--- src/rtl/wb_arbiter.sv ---
// rtl/wb_arbiter.sv - Wishbone NM-master to 1-slave round-robin arbiter with bus watchdog
//
// Purpose: lets several Wishbone classic masters share one slave port. The
// grant rotates round-robin and is held for the owner's whole cyc. A watchdog
// completes a hung strobe with a forced ack, so no master can stall forever.
//
// Ports:
//   wb_clk_i, wb_rst_ni    clock, asynchronous active-low reset
//   m_dat_i/m_adr_i/m_sel_i/m_we_i/m_cyc_i/m_stb_i
//                          packed master request fields; master k occupies slice k
//   m_dat_o, m_ack_o       read data (broadcast) and per-master ack
//   s_dat_o/s_adr_o/s_sel_o/s_we_o/s_cyc_o/s_stb_o
//                          owner's request routed to the slave
//   s_dat_i, s_ack_i       slave response
//   gnt_o                  one-hot registered grant
//   timeout_o              one-cycle pulse after a forced completion
module wb_arbiter #(
  parameter int NM      = 3,
  parameter int TIMEOUT = 255,
  parameter int TO_W    = 8
) (
  input  logic             wb_clk_i,
  input  logic             wb_rst_ni,
  input  logic [NM*16-1:0] m_dat_i,
  output logic [15:0]      m_dat_o,
  input  logic [NM*20-1:0] m_adr_i,
  input  logic [NM*2-1:0]  m_sel_i,
  input  logic [NM-1:0]    m_we_i,
  input  logic [NM-1:0]    m_cyc_i,
  input  logic [NM-1:0]    m_stb_i,
  output logic [NM-1:0]    m_ack_o,
  input  logic [15:0]      s_dat_i,
  output logic [15:0]      s_dat_o,
  output logic [19:0]      s_adr_o,
  output logic [1:0]       s_sel_o,
  output logic             s_we_o,
  output logic             s_cyc_o,
  output logic             s_stb_o,
  input  logic             s_ack_i,
  output logic [NM-1:0]    gnt_o,
  output logic             timeout_o
);

  localparam int IW = $clog2(NM);

  typedef enum logic {IDLE, BUSY} state_t;

  state_t          state;
  logic [IW-1:0]   last;
  logic [IW-1:0]   winner;
  logic [TO_W-1:0] count;
  logic            any_req;
  logic            owner_cyc;
  logic            owner_stb;
  logic            raw_stb;
  logic            force_ack;
  logic            arb_edge;

  // Owner's request fields, selected by the one-hot grant (AND-OR mux).
  always_comb begin
    owner_cyc = 1'b0;
    owner_stb = 1'b0;
    s_adr_o   = '0;
    s_dat_o   = '0;
    s_sel_o   = '0;
    s_we_o    = 1'b0;
    for (int k = 0; k < NM; k++) begin
      if (gnt_o[k]) begin
        owner_cyc = m_cyc_i[k];
        owner_stb = m_stb_i[k];
        s_adr_o   = m_adr_i[20*k +: 20];
        s_dat_o   = m_dat_i[16*k +: 16];
        s_sel_o   = m_sel_i[2*k +: 2];
        s_we_o    = m_we_i[k];
      end
    end
  end

  // Round-robin search starting just after the most recently granted master.
  always_comb begin : pick
    logic found;
    int   idx;
    any_req = |m_cyc_i;
    winner  = last;
    found   = 1'b0;
    idx     = 0;
    for (int i = 1; i <= NM; i++) begin
      idx = (int'(last) + i) % NM;
      if (!found && m_cyc_i[idx]) begin
        winner = idx[IW-1:0];
        found  = 1'b1;
      end
    end
  end

  assign s_cyc_o  = (state == BUSY) && owner_cyc;
  assign raw_stb  = s_cyc_o && owner_stb;
  // A real ack arriving in the deadline cycle beats the watchdog.
  assign force_ack = (TIMEOUT != 0) && raw_stb && (count == TO_W'(TIMEOUT)) && !s_ack_i;
  assign s_stb_o  = raw_stb && !force_ack;
  // Acks only reach a master that still holds cyc; stray or late acks vanish.
  assign m_ack_o  = s_cyc_o ? (gnt_o & {NM{s_ack_i || force_ack}}) : '0;
  assign m_dat_o  = force_ack ? 16'hFFFF : s_dat_i;

  // Re-arbitrate when idle or when the owner has let go of cyc.
  assign arb_edge = (state == IDLE) || !owner_cyc;

  always_ff @(posedge wb_clk_i or negedge wb_rst_ni) begin
    if (!wb_rst_ni) begin
      state     <= IDLE;
      gnt_o     <= '0;
      last      <= IW'(NM - 1);
      count     <= '0;
      timeout_o <= 1'b0;
    end else begin
      timeout_o <= force_ack;

      // Counts consecutive unanswered strobe cycles, saturating at the deadline.
      if (!raw_stb || s_ack_i || force_ack) begin
        count <= '0;
      end else if ((TIMEOUT != 0) && (count != TO_W'(TIMEOUT))) begin
        count <= count + TO_W'(1);
      end

      if (arb_edge) begin
        if (any_req) begin
          state <= BUSY;
          gnt_o <= NM'(1) << winner;
          last  <= winner;
        end else begin
          state <= IDLE;
          gnt_o <= '0;
        end
      end
    end
  end

endmodule

--- config.mk ---
export PLATFORM = sky130hd
export DESIGN_NAME = wb_arbiter
export DESIGN_NICKNAME = d
export VERILOG_FILES = /design/src/rtl/wb_arbiter.sv
export SDC_FILE = /design/constraint.sdc
export NUM_CORES = 1
export LEC_CHECK = 0
export ABC_AREA = 1
export BUFFER_PORTS_ARGS = -buffer_cell sky130_fd_sc_hd__buf_2
export CAP_MARGIN = 20
export CORE_AREA = 2 2 80 82
export CTS_BUF_LIST = sky130_fd_sc_hd__clkbuf_16
export CTS_CLUSTER_DIAMETER = 80
export DETAILED_ROUTE_END_ITERATION = 8
export DIE_AREA = 0 0 82 84
export GPL_TIMING_DRIVEN = 0
export HOLD_SLACK_MARGIN = 0.1
export PLACE_DENSITY = 0.76
export RECOVER_POWER = 25
export SYNTH_ARGS = -nofsm -noshare
export SYNTH_HDL_FRONTEND = slang
export SYNTH_SLANG_ARGS = --single-unit
--- constraint.sdc ---
create_clock -name wb_clk_i -period 1.6 [get_ports wb_clk_i]
set_input_delay 0.16 -clock wb_clk_i [delete_from_list [all_inputs] [get_ports wb_clk_i]]
set_output_delay 0.16 -clock wb_clk_i [all_outputs]
set_load 0.01 [all_outputs]
# [Word level (Yosys, flattened, before mapping)]
# Index checks and enable logic that the tools add are counted.
[totals] out_inout_bits=64 register_bits=15 elab_cells=78
[classes] n_lt_le_gt_ge=3 bitwise=2 div_mod_pow=3 shifts=1 n_reduce_logical=20 eq_ne=2 mux=38 add_sub_neg=4
[op_table] op="32-bit by 4-bit < comparator with 1-bit output (second input constant)" count=3
[op_table] op="32-bit by 3-bit modulo with 32-bit output (second input constant)" count=3
[op_table] op="16-bit 2-to-1 mux" count=4
[op_table] op="20-bit 2-to-1 mux" count=3
[op_table] op="1-bit 2-to-1 mux" count=18
[op_table] op="8-bit 2-to-1 mux" count=2
[op_table] op="2-bit 2-to-1 mux" count=6
[op_table] op="8-bit by 1-bit adder with 8-bit output (second input constant)" count=1
[op_table] op="8-bit == test (second input constant)" count=1
[op_table] op="8-bit inequality test (second input constant)" count=1
[op_table] op="1-bit logical AND" count=7
[op_table] op="2-bit by 2-bit adder with 3-bit output (second input constant)" count=2
[op_table] op="1-bit binary-select mux with 2-bit select" count=3
[op_table] op="1-bit zero test" count=6
[op_table] op="3-bit 2-to-1 mux" count=2
[op_table] op="1-bit logical OR" count=4
[op_table] op="2-bit by 1-bit adder with 3-bit output (second input constant)" count=1
[op_table] op="3-bit AND" count=1
[op_table] op="3-bit OR reduction" count=1
[op_table] op="1-bit by 2-bit << shifter with 3-bit output (first input constant)" count=1
[op_table] op="2-bit AND reduction" count=1
[op_table] op="2-bit nonzero test" count=1
[op_table] op="1-bit inverter" count=1

# [Longest topological paths before layout]
# Gate-level depths: netlist of the first run.
[depth] word_depth=14 mapped_depth=13 ltp_nobuf=13

# [Worst setup path after synthesis of the first run]
# Ideal clock, no wire load.
[synth_path] path_kind="reg2reg" startpoint="register last[1]" endpoint="register gnt_o[0]" required_ns=1.476 slack_ns=-0.144 path_buffers=0 t_arrival_ns=1.621 setup_ns=0.124 period_less_slack_ns=1.744 path_stages_with_launch=10 cell_sequence="dfstp_2 inv_1 ha_1 inv_1 nand3_1 nand2_2 nand2_1 or2_2 nand3_1 o21bai_1"
[synth_via] elab_chain_cells=14 word_cells_on_any_way=26
[synth_rtl] item="from (decl)" line_no="49" text="logic [IW-1:0] last;"
[synth_rtl] item="from (signal assigned)" line_no="112" text="last <= IW'(NM - 1);"
[synth_rtl] item="from (signal assigned)" line_no="129" text="last <= winner;"
[synth_rtl] item="2-bit by 1-bit adder with 3-bit output" line_no="88" text="idx = (int'(last) + i) % NM;"
[synth_rtl] item="32-bit by 3-bit modulo with 32-bit output" line_no="88"
[synth_rtl] item="1-bit binary-select mux with 2-bit select" line_no="89" text="if (!found && m_cyc_i[idx]) begin"
[synth_rtl] item="1-bit 2-to-1 mux (not written as such) (2 in a row)" line_no="89"
[synth_rtl] item="1-bit 2-to-1 mux" line_no="89"
[synth_rtl] item="1-bit zero test" line_no="89"
[synth_rtl] item="1-bit logical AND" line_no="89"
[synth_rtl] item="1-bit 2-to-1 mux" line_no="89"
[synth_rtl] item="1-bit zero test" line_no="89"
[synth_rtl] item="1-bit logical AND" line_no="89"
[synth_rtl] item="2-bit 2-to-1 mux *" line_no="89"
[synth_rtl] item="1-bit by 2-bit << shifter with 3-bit output *" line_no="128" text="gnt_o <= NM'(1) << winner;"
[synth_rtl] item="3-bit 2-to-1 mux *" line_no="126" text="if (any_req) begin"
[synth_rtl] item="to (signal assigned)" line_no="128"
[synth_rtl] item="to (decl)" line_no="40" text="output logic [NM-1:0] gnt_o,"
# Mark *: on every way between the ends. The rest lies on a longest branch, timed or not. The select of a mux whose other input is x is not followed.
# A chain may end at the register's enable or synchronous reset.

# [Worst setup path after layout of the first run]
[layout_path] startpoint="register gnt_o[1]" endpoint="output m_dat_o[15]"
[layout_via] elab_chain_cells=7 word_cells_on_any_way=9
[layout_rtl] item="1-bit 2-to-1 mux (2 in a row)" line_no="68" text="if (gnt_o[k]) begin"
[layout_rtl] item="1-bit logical AND" line_no="96" text="assign s_cyc_o = (state == BUSY) && owner_cyc;"
[layout_rtl] item="1-bit logical AND *" line_no="97" text="assign raw_stb = s_cyc_o && owner_stb;"
[layout_rtl] item="1-bit logical AND * (2 in a row)" line_no="99" text="assign force_ack = (TIMEOUT != 0) && raw_stb && (count == TO_W'(TIMEOUT)) && !s_ack_i;"
[layout_rtl] item="16-bit 2-to-1 mux *" line_no="103" text="assign m_dat_o = force_ack ? 16'hFFFF : s_dat_i;"
[layout_rtl] item="to (decl)" line_no="25" text="output logic [15:0] m_dat_o,"
# Mark *: on every way between the ends. The rest lies on a longest branch, timed or not.

==> results by stage, run 1 <==
Status:
- The flow ran to the end, but the final reports show violations.
- The checks that failed: negative setup slack.

Power:
- The switching power share of the total is 49.5%.
- The net switching power figure is 0.00354 W.
- The maximum resistive drop on vdd is roughly 0.79 mV.
- The clock network fraction of total power is under 10%.
- The relative contribution of sequential cells to total power is between 7 and 8%.
- The internal power of the cells totals 0.00361 W.
- The leakage power total is 2.03 nW.
- Power spread over the standard cell area amounts to 1750 nW/µm².
- Per report_power, the combinational group accounts for between 80 and 90% of the total.

Yosys:
- Synthesis produced a netlist with a net count of 429.
- The number of flip-flops and latches in the synthesized netlist is 15.
- The number of warnings printed during yosys synthesis is 0.
- Summing the sequential cell areas from Yosys gives between 20 and 25% of the chip area.
- In the synthesized netlist the async set-or-reset flop fraction comes to 100%.
- The most repeated cell in the gate-level netlist after synthesis is nand2_1.
- Counting every instance in the synthesized netlist gives around 280.
- Sorting the synthesized cells by area gives the leading types as dfrtp_1 (19%), a22oi_1 (16%), nand2_1 (13%).
- Summing every instance area after synthesis gives 1820 µm².
- The number of enable flip-flop cells after synthesis is 0.
- Of all cell types, the one taking the most synthesized area is dfrtp_1.
- The synthesized netlist contains 31 unique library cells.
- The top cell type's share of synthesized area is between 10% and 20%.
- The synthesized area per cell is between 6 and 7 µm².
- The dominant register cell in the synthesized netlist is dfrtp_1.
- After synthesis, the most frequently instantiated cells are nand2_1 (61), o21ai_0 (44), a22oi_1 (39).

Cells and area:
- The area added between synthesis and finish is 125%.
- After filler insertion, the fill cell instance count of the layout stands at 505.
- The number of nets in the layout is between 600 and 700.
- Summing all non-filler instances in the final layout gives an area of about 4000 µm².
- The number of standard cells in the layout, taps in and fillers out is ~610.
- The repair_antennas step left the layout with diodes totalling 0.
- In the final layout, the multi-input gates occupy 1760 µm².
- The fraction of layout cells with a size suffix above 1 is 68.8%.
- The sequential cell area in the final layout is 378 µm².

Place:
- In this run the cell area measured after placement is just under 3000 µm².
- At the end of routability-driven placement, the weighted congestion stood at a little under 0.9.
- Prior to clock tree synthesis, the placed netlist has a worst setup slack of -295 ps.
- The detailed placer's ending HPWL is 6.95 mm.
- The total placed cells including tap cells is 565.
- The number of buffers inserted by port buffering is 205.

Timing:
- Headroom to the max-slew limit came out at about 46%.
- The worst path uses 128% of the clock period.
- The maximum clock frequency is between 0.4 and 0.5 GHz.
- The hold violation count in the final report is 0.
- The worst clock skew is about 2.9 ps.
- The sum of negative setup slack is -19040 ps.
- For the finished layout, the period the worst path requires is around 2000 ps.
- Setup repair after global routing could not meet its margin everywhere.
- The final setup violation count is 69.
- The worst-case hold slack is a little over 200 ps.
- The setup slack after layout is -441 ps.
- The slew at the pin closest to its max-slew limit is 808 ps.
- The number of pins exceeding their max-slew limit in the final report came to 0.

Drt:
- The DRC marker count from the first detailed-route iteration is between 90 and 100.
- The detailed-routing iteration count for the pre-antenna-repair pass is 4.
- The detailed-route vias per instance is 5.13.
- The total via count after detailed routing is between 3000 and 4000.
- For this run, design rule violations remaining after detail routing come to 0.
- The total detailed-routing wirelength is 10.5 mm.
- The final routed wire length divided by cell count is between 15 and 20 µm.
- The remaining antenna violation count after routing is 0.

Floorplan:
- After floorplanning, the core was divided into 29 placement rows.
- The area of the core is about 6100 µm².
- The die boundary height is 84 µm.
- The floorplan step defined a die boundary enclosing a little under 7000 µm².
- The effective utilization at floorplan is between 20% and 30%.
- Pin placement for this block handled slightly above 200 I/O pins.
- The horizontal die dimension is 82 µm.

Global route:
- The largest net degree at the start of global routing is 16.
- The leftover overflow at the end of global routing is 0.
- The number of global-route vias before repair is approximately 3000.
- The first-pass GRT wire length is 14.0 mm.
- The number of antenna violations at the first check in global routing came to 0.
- Global routing used around a quarter of the available tracks.

Worst setup path:
- STA puts the critical path data required time at between 1000 and 1500 ps.
- The type of origin of the critical path is a flip-flop.
- STA classifies the critical path endpoint as an output pin.
- The critical path is of the flip-flop to output pin type.
- The arrival time at the worst endpoint is between 1500 and 2000 ps.
- The largest fanout of any net on the critical path is 8.

Clock network:
- TritonCTS created 3 clock buffers.
- Counting along the longest clock path gives a buffer depth of 2.
- CTS placed an instance of clkbuf_16 at the clock tree root.
- The CTS tree is built.
- Clock-pin slew was measured on the worst setup and hold paths at 50 ps.
- The clock sink total is 15.
- The later pin in the worst-skew pair is clocked with a latency of approximately 250 ps.
- In this run the number of H-tree levels came out at 1.

Job:
- The count of maximum capacitance violations is 0.

Hold path:
- In this run the worst hold path is classified as input pin to flip-flop.
## registers in the layout (all words and copies together), names as in the netlist
| name | count |
|---|---|
| last | 2 |
| count | 8 |
| gnt_o | 3 |
| state | 1 |
| timeout_o | 1 |
## critical path, cell delays in order, from the launching register on
cell	delay (ps)
dfrtp_1	380
buf_6	130
buf_4	140
nand2_1	50
nand2_1	80
a21oi_4	140
nor3_4	60
nand2_2	100
nor2_4	60
buf_12	130
or2_4	230
buf_6	120
## through the flow
| stage | power, W | util (%) |
|---|---|---|
| after floorplan | 0.00272 | - |
| after global routing | 0.00755 | 67.0 |
| after global placement | 0.00395 | 48.7 |
| final | 0.00715 | 67.0 |
| after CTS | 0.00629 | 62.9 |
| after detailed placement | 0.00402 | 48.7 |
## layer usage
metal	wire, µm	GRT usage [%]
met1	3560	26.2
met2	5360	49.0
met3	1310	11.8
met4	291	6.36
met5	0	0
## power by group through the flow
stage	registers [W]	clock network, W	logic, W
after floorplan	0.000545	0	0.00217
after global placement	0.000539	0	0.00341
after detailed placement	0.000543	0	0.00347
after CTS	0.000536	0.000501	0.00525
after global routing	0.000546	0.000522	0.00648
final	0.000539	0.000497	0.00611
## kinds of logic (layout without fill, tap and decap cells)
logic type      after synthesis  after routing  synth area share, %
flops                        15             15                 20.7
xor+xnor                      6              6                 2.89
buf+inv                      39            285                 9.42
compound gates               90             90                 30.9
simple gates                129            129                 33.3
fa+ha+maj                     4              4                 2.75
## worst paths after layout
check,from,endpoint,slack [ps],cells past startpoint
setup reg to reg,last[1]$_DFFE_PN1P_,gnt_o[2]$_DFFE_PN0N_,-170,11
min in group asynchronous,wb_rst_ni,count[5]$_DFFE_PN0P_,510,2
setup / recovery,gnt_o[1]$_DFFE_PN0N_,m_dat_o[15],-440,11
hold reg to reg,count[0]$_DFFE_PN0P_,count[0]$_DFFE_PN0P_,510,1
max in group asynchronous,wb_rst_ni,last[0]$_DFFE_PN0P_,530,2
hold / removal,m_cyc_i[2],state$_DFFE_PN0N_,210,3
## final cells by class
| type | instances | share of cell area, % |
|---|---|---|
| multi-input cells | 229 | 43.1 |
| flip-flops and latches | 15 | 9.25 |
| inverters | 20 | 2.39 |
| plain buffers | 18 | 4.07 |
| repair buffers | 243 | 36.9 |
| well taps | 77 | 2.36 |
| clock inverters | 1 | 0.122 |
| clock buffers | 3 | 1.84 |
## placed cells by master, fill, tap and decap left out, drive strengths merged, types with 3 or more instances in the layout
cell	count
buf	245
nand2	64
o21ai	45
a22oi	39
nand3	21
nor2	21
inv	19
or2	17
clkbuf	17
dfrtp	14
xor2	5
ha	4
nand3b	3
a21oi	3
## timing repair
action	CTS	global route
endpoints found under the hold margin	15	0
buffers inserted	26	8
cloned	3	2
gates resized for setup	165	52
hold buffers	1	0
pin swaps	18	29
endpoints found under the setup margin	72	74
No activity file was read; power rests on OpenSTA's default activity.
==> run 2, diff against run 1 <==
--- a/config.mk
+++ b/config.mk
@@ -5,7 +5,6 @@
 export SDC_FILE = /design/constraint.sdc
 export NUM_CORES = 1
 export LEC_CHECK = 0
-export ABC_AREA = 1
 export BUFFER_PORTS_ARGS = -buffer_cell sky130_fd_sc_hd__buf_2
 export CAP_MARGIN = 20
 export CORE_AREA = 2 2 80 82
==> results by stage, run 2 <==
Floorplan:
- The horizontal die dimension is 82 µm (unchanged).
- The overall die area is 6890 µm² (unchanged).
- The die boundary height is 84 µm (unchanged).
- The number of core rows is 29 (unchanged).
- The area of the core is 6100 µm² (unchanged).
- The effective utilization at floorplan is 30.0% (+0.18 points).
- The I/O pin total is 206 (unchanged).

Timing:
- The number of pins exceeding their max-slew limit in the final report came to 0 (unchanged).
- The maximum clock frequency is 0.477 GHz (-2.7%).
- The slew at the pin closest to its max-slew limit is 828 ps (+20.1 ps).
- The setup slack after layout is -498 ps (-56.9 ps).
- Setup repair after global routing could not meet its margin everywhere.
- The post-route minimum period is 2100 ps (+56.9 ps).
- The final setup violation count is 72 (+4.3%).
- The worst clock skew is 6.94 ps (+4.01 ps).
- The hold violation count in the final report is 0 (unchanged).
- The worst max-slew margin expressed relative to the limit is 44.8% (-1.3 points).
- The final critical-path share of the clock period is 131% (+3.6 points).

Place:
- The routability congestion estimate from global placement is 0.870 (+0.39%).
- The number of buffers inserted by port buffering is 204 (-0.49%).
- The detailed placer's ending HPWL is 6.21 mm (-11%).
- The total placed cells including tap cells is 542 (-4.1%).

Worst setup path:
- On the critical path, the stage with the largest delay is an instance of dfstp_2.
- The kind of end point of the critical path is a flip-flop.
- The number of buffers and inverters on the critical path is 1 (-3).
- The arrival time at the worst endpoint is 2250 ps (+370 ps).
- The worst endpoint required time is 1750 ps (+310 ps).
- The type of the setup path with the least slack is flip-flop to flip-flop.
- The largest fanout of any net on the critical path came to 6 (-2).
- The type of origin of the critical path is a flip-flop.
- The reg2reg setup slack was -500 ps (-330 ps).
- In this design, the largest share of critical-path delay is due to compound AO/OA/AOI/OAI gates.
- The maximum cell stage delay along the critical path is 560 ps (+180 ps).
- The signal on the critical path passes through inv_2, ha_4, a22o_4, o21ba_4, o32a_1, o41ai_2.

Yosys:
- The most repeated cell in the gate-level netlist after synthesis is nand2_1.
- Sorting the synthesized cells by how often they occur yields nand2_1 (51), o21ai_0 (40), a22oi_1 (38).
- The number of flip-flops and latches in the synthesized netlist is 15 (unchanged).
- The number of enable flip-flop cells after synthesis is 0 (unchanged).
- The share of the yosys chip area belonging to registers is 20.6% (-0.13 points).
- The net count of the mapped netlist is 407 (-5.1%).
- The share of flip-flops with an asynchronous set or reset after synthesis is 100% (unchanged).
- In the synthesized netlist the dominant register cell turns out to be dfrtp_1.
- The post-synthesis cell type count is 47 (+52%).
- The total standard cell area after synthesis came to 1830 µm² (+0.62%).
- The synthesized area per cell came to 7.01 µm² (+9.1%).
- The number of warnings printed during yosys synthesis came to 0 (unchanged).
- The synthesized instance count is 261 (-7.8%).
- dfrtp_1 takes more of the synthesized area than any other cell.
- The top cell type's share of synthesized area is 19.1% (-0.12 points).
- After synthesis, the cell types taking the most area are dfrtp_1 (19%), a22oi_1 (16%), o21ai_0 (11%).

Clock network:
- The CTS clock-pin slew for the worst setup and hold paths was 50 ps (about the same).
- The H-tree depth reported by CTS came to 1 (unchanged).
- The number of clock buffers inserted by TritonCTS is 3 (unchanged).
- The maximum number of buffers from clock root to sink came to 2 (unchanged).
- The clock insertion delay at the later pin of the skew report was 250 ps (about the same).
- The clock sink total was 15 (unchanged).
- TritonCTS built the clock tree.
- CTS placed an instance of clkbuf_16 at the clock tree root.

Cells and area:
- The flip-flop count of the largest register after layout came to 8 (unchanged).
- The number of diodes came to 0 (unchanged).
- The library cells used most frequently in the layout, excluding fill and tap cells, are buf_2 (206), nand2_1 (51), a22oi_1 (38).
- The number of standard cells in the layout, taps in and fillers out is 572 (-5.6%).
- The final design utilization is 57.5% (-9.6 points).
- The fraction of layout cells with a size suffix above 1 was 58.8% (-10 points).
- The register ranked first by flip-flop count is count.
- The commonest non-fill, non-tap cell in the layout is buf_2.
- The largest registers in the layout are count (8), gnt_o (3), last (2).
- The area added between synthesis and finish is 91.3%.
- The number of nets in the layout is 642 (-5.0%).

Power:
- The leakage power total is 1.81 nW (-11%).
- The total power density per cell area is 1410 nW/µm² (-20%).
- The maximum resistive drop on vdd is 0.723 mV (-8.0%).

Drt:
- The DRC marker count from the first detailed-route iteration is 87 (-7.4%).
- The detailed-routing iteration count for the pre-antenna-repair pass is 4 (unchanged).
- The total via count after detailed routing was 2881 (-7.4%).
- The remaining antenna violation count after routing is 0 (unchanged).
- The remaining design rule violation count is 0 (unchanged).
- The detailed-route vias per instance was 5.04 (-1.9%).
- The total detailed-routing wirelength was 8.20 mm (-22%).
- The final routed wire length divided by cell count is 14.3 µm (-17%).

Global route:
- The leftover overflow at the end of global routing came to 0 (unchanged).
- The first-pass GRT wire length is 11.9 mm (-15%).
- The largest net degree at the start of global routing was 16 (unchanged).
- The aggregate global-route resource usage is 21.6% (-4.9 points).
- The number of antenna violations at the first check in global routing is 0 (unchanged).
- The number of global-route vias before repair is 2678 (-9.9%).

Status:
- The flow ran to the end, but the final reports show violations.
- The checks that failed: negative setup slack.

Job:
- The count of maximum capacitance violations is 0 (unchanged).

Hold path:
- The min-delay analysis places its worst path in the category input pin to flip-flop.
==> run 2: final timing paths <==
path / endpoint / startpoint / cells past startpoint
min in group asynchronous: count[2]$_DFFE_PN0P_ / wb_rst_ni / 2
min reg2reg: count[0]$_DFFE_PN0P_ / count[0]$_DFFE_PN0P_ / 2
max reg2reg: gnt_o[2]$_DFFE_PN0N_ / last[1]$_DFFE_PN1P_ / 6
max: gnt_o[2]$_DFFE_PN0N_ / last[1]$_DFFE_PN1P_ / 6
max in group asynchronous: count[5]$_DFFE_PN0P_ / wb_rst_ni / 2
min: state$_DFFE_PN0N_ / m_cyc_i[0] / 2
==> run 2: stage by stage <==
stage	hold slack (ps)	setup WS (ps)	total power [W]	cell area, µm²	TNS [ps]
2_1_floorplan	-136	-419	0.00260	1900	-3380
3_3_place_gp	78.2	-490	0.00367	3020	-17150
3_5_place_dp	84.1	-562	0.00375	3020	-17510
4_1_cts	277	-455	0.00464	3340	-18900
5_1_grt	303	-549	0.00529	3500	-26640
6_report	277	-498	0.00492	3500	-19840
==> run 2: per-layer routing <==
layer / wire length, µm / track usage, % / vias to the layer above
met5: 0 / 0 / -
met3: 701 / 3.68 / 17
met4: 199 / 6.67 / 0
li1: - / - / 1408
met1: 3080 / 24.1 / 1284
met2: 4220 / 40.2 / 172
==> run 2: kinds of logic after synthesis <==
family / share of synthesized area [%]
muxes: 1.16
AOI/OAI and AO/OA: 39.2
buffers and inverters: 6.56
adders and majority gates: 2.73
xor gates and xnor gates: 2.87
DFF: 20.6
and+or+nand+nor: 26.9
==> run 2: cell type report <==
type                    count  area (µm²)
plain buffers              20         148
clock buffers               3        75.1
clock inverters             1        5.00
fillers                   562        2590
inverters                   7        26.3
multi-input cells         217        1520
flip-flops and latches     15         377
well taps                  77        96.3
repair buffers            232        1250
==> run 2: what timing repair did <==
item,CTS,global route
cloned,1,1
hold buffers,1,0
setup buffers,17,9
setup endpoints to repair,74,74
gates resized for setup,41,22
endpoints found under the hold margin,14,0
pin swaps,13,11
==> run 2: where the power goes <==
group	internal (W)	switching, W
clock network	0.000334	0.000158
registers	0.000450	0.0000652
logic	0.00183	0.00208
total	0.00261	0.00231
==> run 3, diff against run 2 <==
==> config.mk (replaced) <==
export PLATFORM = sky130hd
export DESIGN_NAME = wb_arbiter
export DESIGN_NICKNAME = d
export VERILOG_FILES = /design/src/rtl/wb_arbiter.sv
export SDC_FILE = /design/constraint.sdc
export NUM_CORES = 1
export LEC_CHECK = 0
export CAP_MARGIN = 20
export CORE_AREA = 2 2 79 81
export CTS_BUF_LIST = sky130_fd_sc_hd__clkbuf_16
export CTS_CLUSTER_DIAMETER = 80
export DETAILED_ROUTE_END_ITERATION = 8
export DIE_AREA = 0 0 81 83
export DONT_BUFFER_PORTS = 1
export GPL_TIMING_DRIVEN = 0
export HOLD_SLACK_MARGIN = 0.1
export RECOVER_POWER = 25
export SYNTH_ARGS = -nofsm -noshare
export SYNTH_HDL_FRONTEND = slang
export SYNTH_SLANG_ARGS = --single-unit
==> results by stage, run 3 (synthesis results as in run 2) <==
Status:
- The flow ran to the end, but the final reports show violations.
- The final reports fail on negative setup slack.

Drt:
- The remaining antenna violation count after routing is 0 (unchanged).
- The total via count after detailed routing is 2202 (-24%).
- The DRC marker count from the first detailed-route iteration is 54 (-38%).
- The detailed-route vias per instance is 5.98 (+19%).
- The total detailed-routing wirelength is 7.65 mm (-6.8%).
- The detailed-routing iteration count for the pre-antenna-repair pass is 4 (unchanged).
- The remaining design rule violation count was 0 (unchanged).
- The final routed wire length divided by cell count is 20.8 µm (+45%).

Clock network:
- The cell at the root of the clock tree is clkbuf_16.
- The number of clock buffers inserted by TritonCTS is 3 (unchanged).
- The CTS clock-pin slew for the worst setup and hold paths came to 50 ps (about the same).
- The clock insertion delay at the later pin of the skew report is 250 ps (about the same).
- The H-tree depth reported by CTS came to 1 (unchanged).
- The CTS tree is built.
- The clock sink total was 15 (unchanged).
- The maximum number of buffers from clock root to sink is 2 (unchanged).

Place:
- The number of buffers inserted by port buffering is 0 (-100%).
- The detailed placer's ending HPWL is 5.66 mm (-8.9%).
- The routability congestion estimate from global placement is 0.804 (-7.6%).
- The total placed cells including tap cells was 336 (-38%).
- The area of placed instances is 1990 µm² (-34%).

Cells and area:
- The number of standard cells in the layout, taps in and fillers out is 368 (-36%).
- The register ranked first by flip-flop count is count.
- The largest registers in the layout are count (8), gnt_o (3), last (2).
- Relative to the synthesized area, the layout overhead comes to 71.8%.
- The number of nets in the layout is 439 (-32%).
- The flip-flop count of the largest register after layout is 8 (unchanged).
- The fraction of layout cells with a size suffix above 1 is 65.8% (+7.0 points).
- Leaving out fill and tap cells, the most frequent cells in the layout are nand2_1 (51), a22oi_2 (38), o21ai_2 (38).
- The summed area of non-filler cells in the final layout is 3150 µm² (-10%).
- The library cell used most frequently in the layout, excluding fill and tap cells, is nand2_1.

Timing:
- The post-route minimum period is 2030 ps (-69.0 ps).
- The maximum clock frequency is 0.493 GHz (+3.4%).
- The slew at the pin closest to its max-slew limit is 694 ps (-134 ps).
- The worst-case hold slack came to 111 ps (-166 ps).
- The final setup violation count came to 72 (unchanged).
- The sum of negative setup slack is -18250 ps (+1590 ps).
- The number of pins exceeding their max-slew limit in the final report is 0 (unchanged).
- The final critical-path share of the clock period is 127% (-4.3 points).
- The worst clock skew is 1.14 ps (-5.80 ps).
- The worst max-slew margin expressed relative to the limit came to 53.6% (+8.8 points).
- The setup slack after layout came to -429 ps (+69.0 ps).
- Setup repair after global routing could not meet its margin everywhere.
- The hold violation count in the final report was 0 (unchanged).

Worst setup path:
- The arrival time at the worst endpoint is 2160 ps (-90 ps).
- The maximum cell stage delay along the critical path is 540 ps (-20 ps).
- The reg2reg setup slack is -430 ps (+70 ps).
- The last element of the critical path is last[0]$_DFFE_PN0P_.
- The type of origin of the critical path is a flip-flop.
- On the critical path, the stage with the largest delay is an instance of dfstp_2.
- The worst setup path startpoint is last[1]$_DFFE_PN1P_.
- The critical path goes through inv_2, ha_4, a22o_1, nor3_2, a31oi_2, o31a_2, mux2_4.
- The largest fanout of any net on the critical path came to 4 (-2).
- STA classifies the critical path endpoint as a flip-flop.
- The worst endpoint required time is 1730 ps (-20 ps).
- The number of cells traversed by the worst register-to-register path came to 7 (+1).
- The critical path is of the flip-flop to flip-flop type.
- The launch instance of the worst register-to-register path is last[1]$_DFFE_PN1P_.
- The worst register-to-register path ends at last[0]$_DFFE_PN0P_.

Global route:
- The first-pass GRT wire length came to 11.1 mm (-6.8%).
- The aggregate global-route resource usage was 21.2% (-0.37 points).
- The largest net degree at the start of global routing was 16 (unchanged).
- The number of antenna violations at the first check in global routing is 1 (+1).
- The leftover overflow at the end of global routing is 0 (unchanged).
- The number of global-route vias before repair is 2213 (-17%).

Power:
- The maximum resistive drop on vdd was 0.955 mV (+32%).
- The leakage power total is 1.21 nW (-33%).
- The overall power consumption is 0.00534 W (+8.5%).
- The total power density per cell area was 1700 nW/µm² (+21%).

Hold path:
- The worst min-delay path category is input pin to flip-flop.

Floorplan:
- The effective utilization at floorplan is 31.5% (+1.4 points).
- The area of the core came to 5820 µm² (-4.6%).
- The number of core rows is 28 (-3.4%).
- The horizontal die dimension is 81 µm (-1.2%).
- The I/O pin total is 206 (unchanged).
- The overall die area is 6720 µm² (-2.4%).
- The die boundary height is 83 µm (-1.2%).

Job:
- The count of maximum capacitance violations is 0 (unchanged).
run 3: per-layer routing:
layer | up-vias | GRT usage [%] | part of all wire [%]
met5 | - | 0 | 0
met4 | 0 | 6.01 | 2.0
met3 | 15 | 5.22 | 9.0
met2 | 141 | 38.2 | 54
met1 | 1036 | 24.3 | 35
li1 | 1010 | - | -
run 3: final cells by class:
| cell class | count | area (µm²) |
|---|---|---|
| antenna | 1 | 2.50 |
| buffer | 19 | 195 |
| clock buffer | 3 | 75.1 |
| clock inverter | 1 | 7.51 |
| fill | 533 | 2670 |
| inverter | 7 | 28.8 |
| multi-input combinational | 217 | 2040 |
| sequential | 15 | 380 |
| tap | 75 | 93.8 |
| timing repair buffer | 30 | 327 |
run 3: worst max-delay path: cells and delay by family (launching register included):
family | cells | cell delay, ps
and+or+nand+nor | 1 | 180
buffers and inverters | 1 | 40
muxes | 1 | 270
DFF | 1 | 540
AOI/OAI and AO/OA | 3 | 700
adders and majority gates | 1 | 160
run 3: timing repair:
action	4_1_cts	5_1_grt
endpoints found under the hold margin	15	0
pin swaps	22	28
hold buffers	1	0
setup endpoints to repair	74	74
gates cloned	2	2
setup buffers	18	9
gates resized for setup	179	46
run 3: power by group:
part	internal [W]	switching (W)
combinational	0.00200	0.00228
clock	0.000337	0.000163
sequential	0.000455	0.000105
total	0.00279	0.00255
run 3: stage by stage:
stage	setup WS, ps	utilization (%)
after CTS	-412	49.2
after global placement	-518	34.3
final	-429	54.1
after detailed placement	-534	34.3
after floorplan	-419	-
after global routing	-498	54.1
run 3: worst min path at each step:
stage	from	endpoint	slack, ps	cells after the start
after global routing	m_cyc_i[1]	state$_DFFE_PN0N_	110	1
after CTS	m_cyc_i[1]	state$_DFFE_PN0N_	110	1
final	m_cyc_i[1]	state$_DFFE_PN0N_	110	1
after detailed placement	wb_rst_ni	count[0]$_DFFE_PN0P_	-140	0
after floorplan	wb_rst_ni	count[0]$_DFFE_PN0P_	-140	0
after global placement	wb_rst_ni	count[0]$_DFFE_PN0P_	-140	0
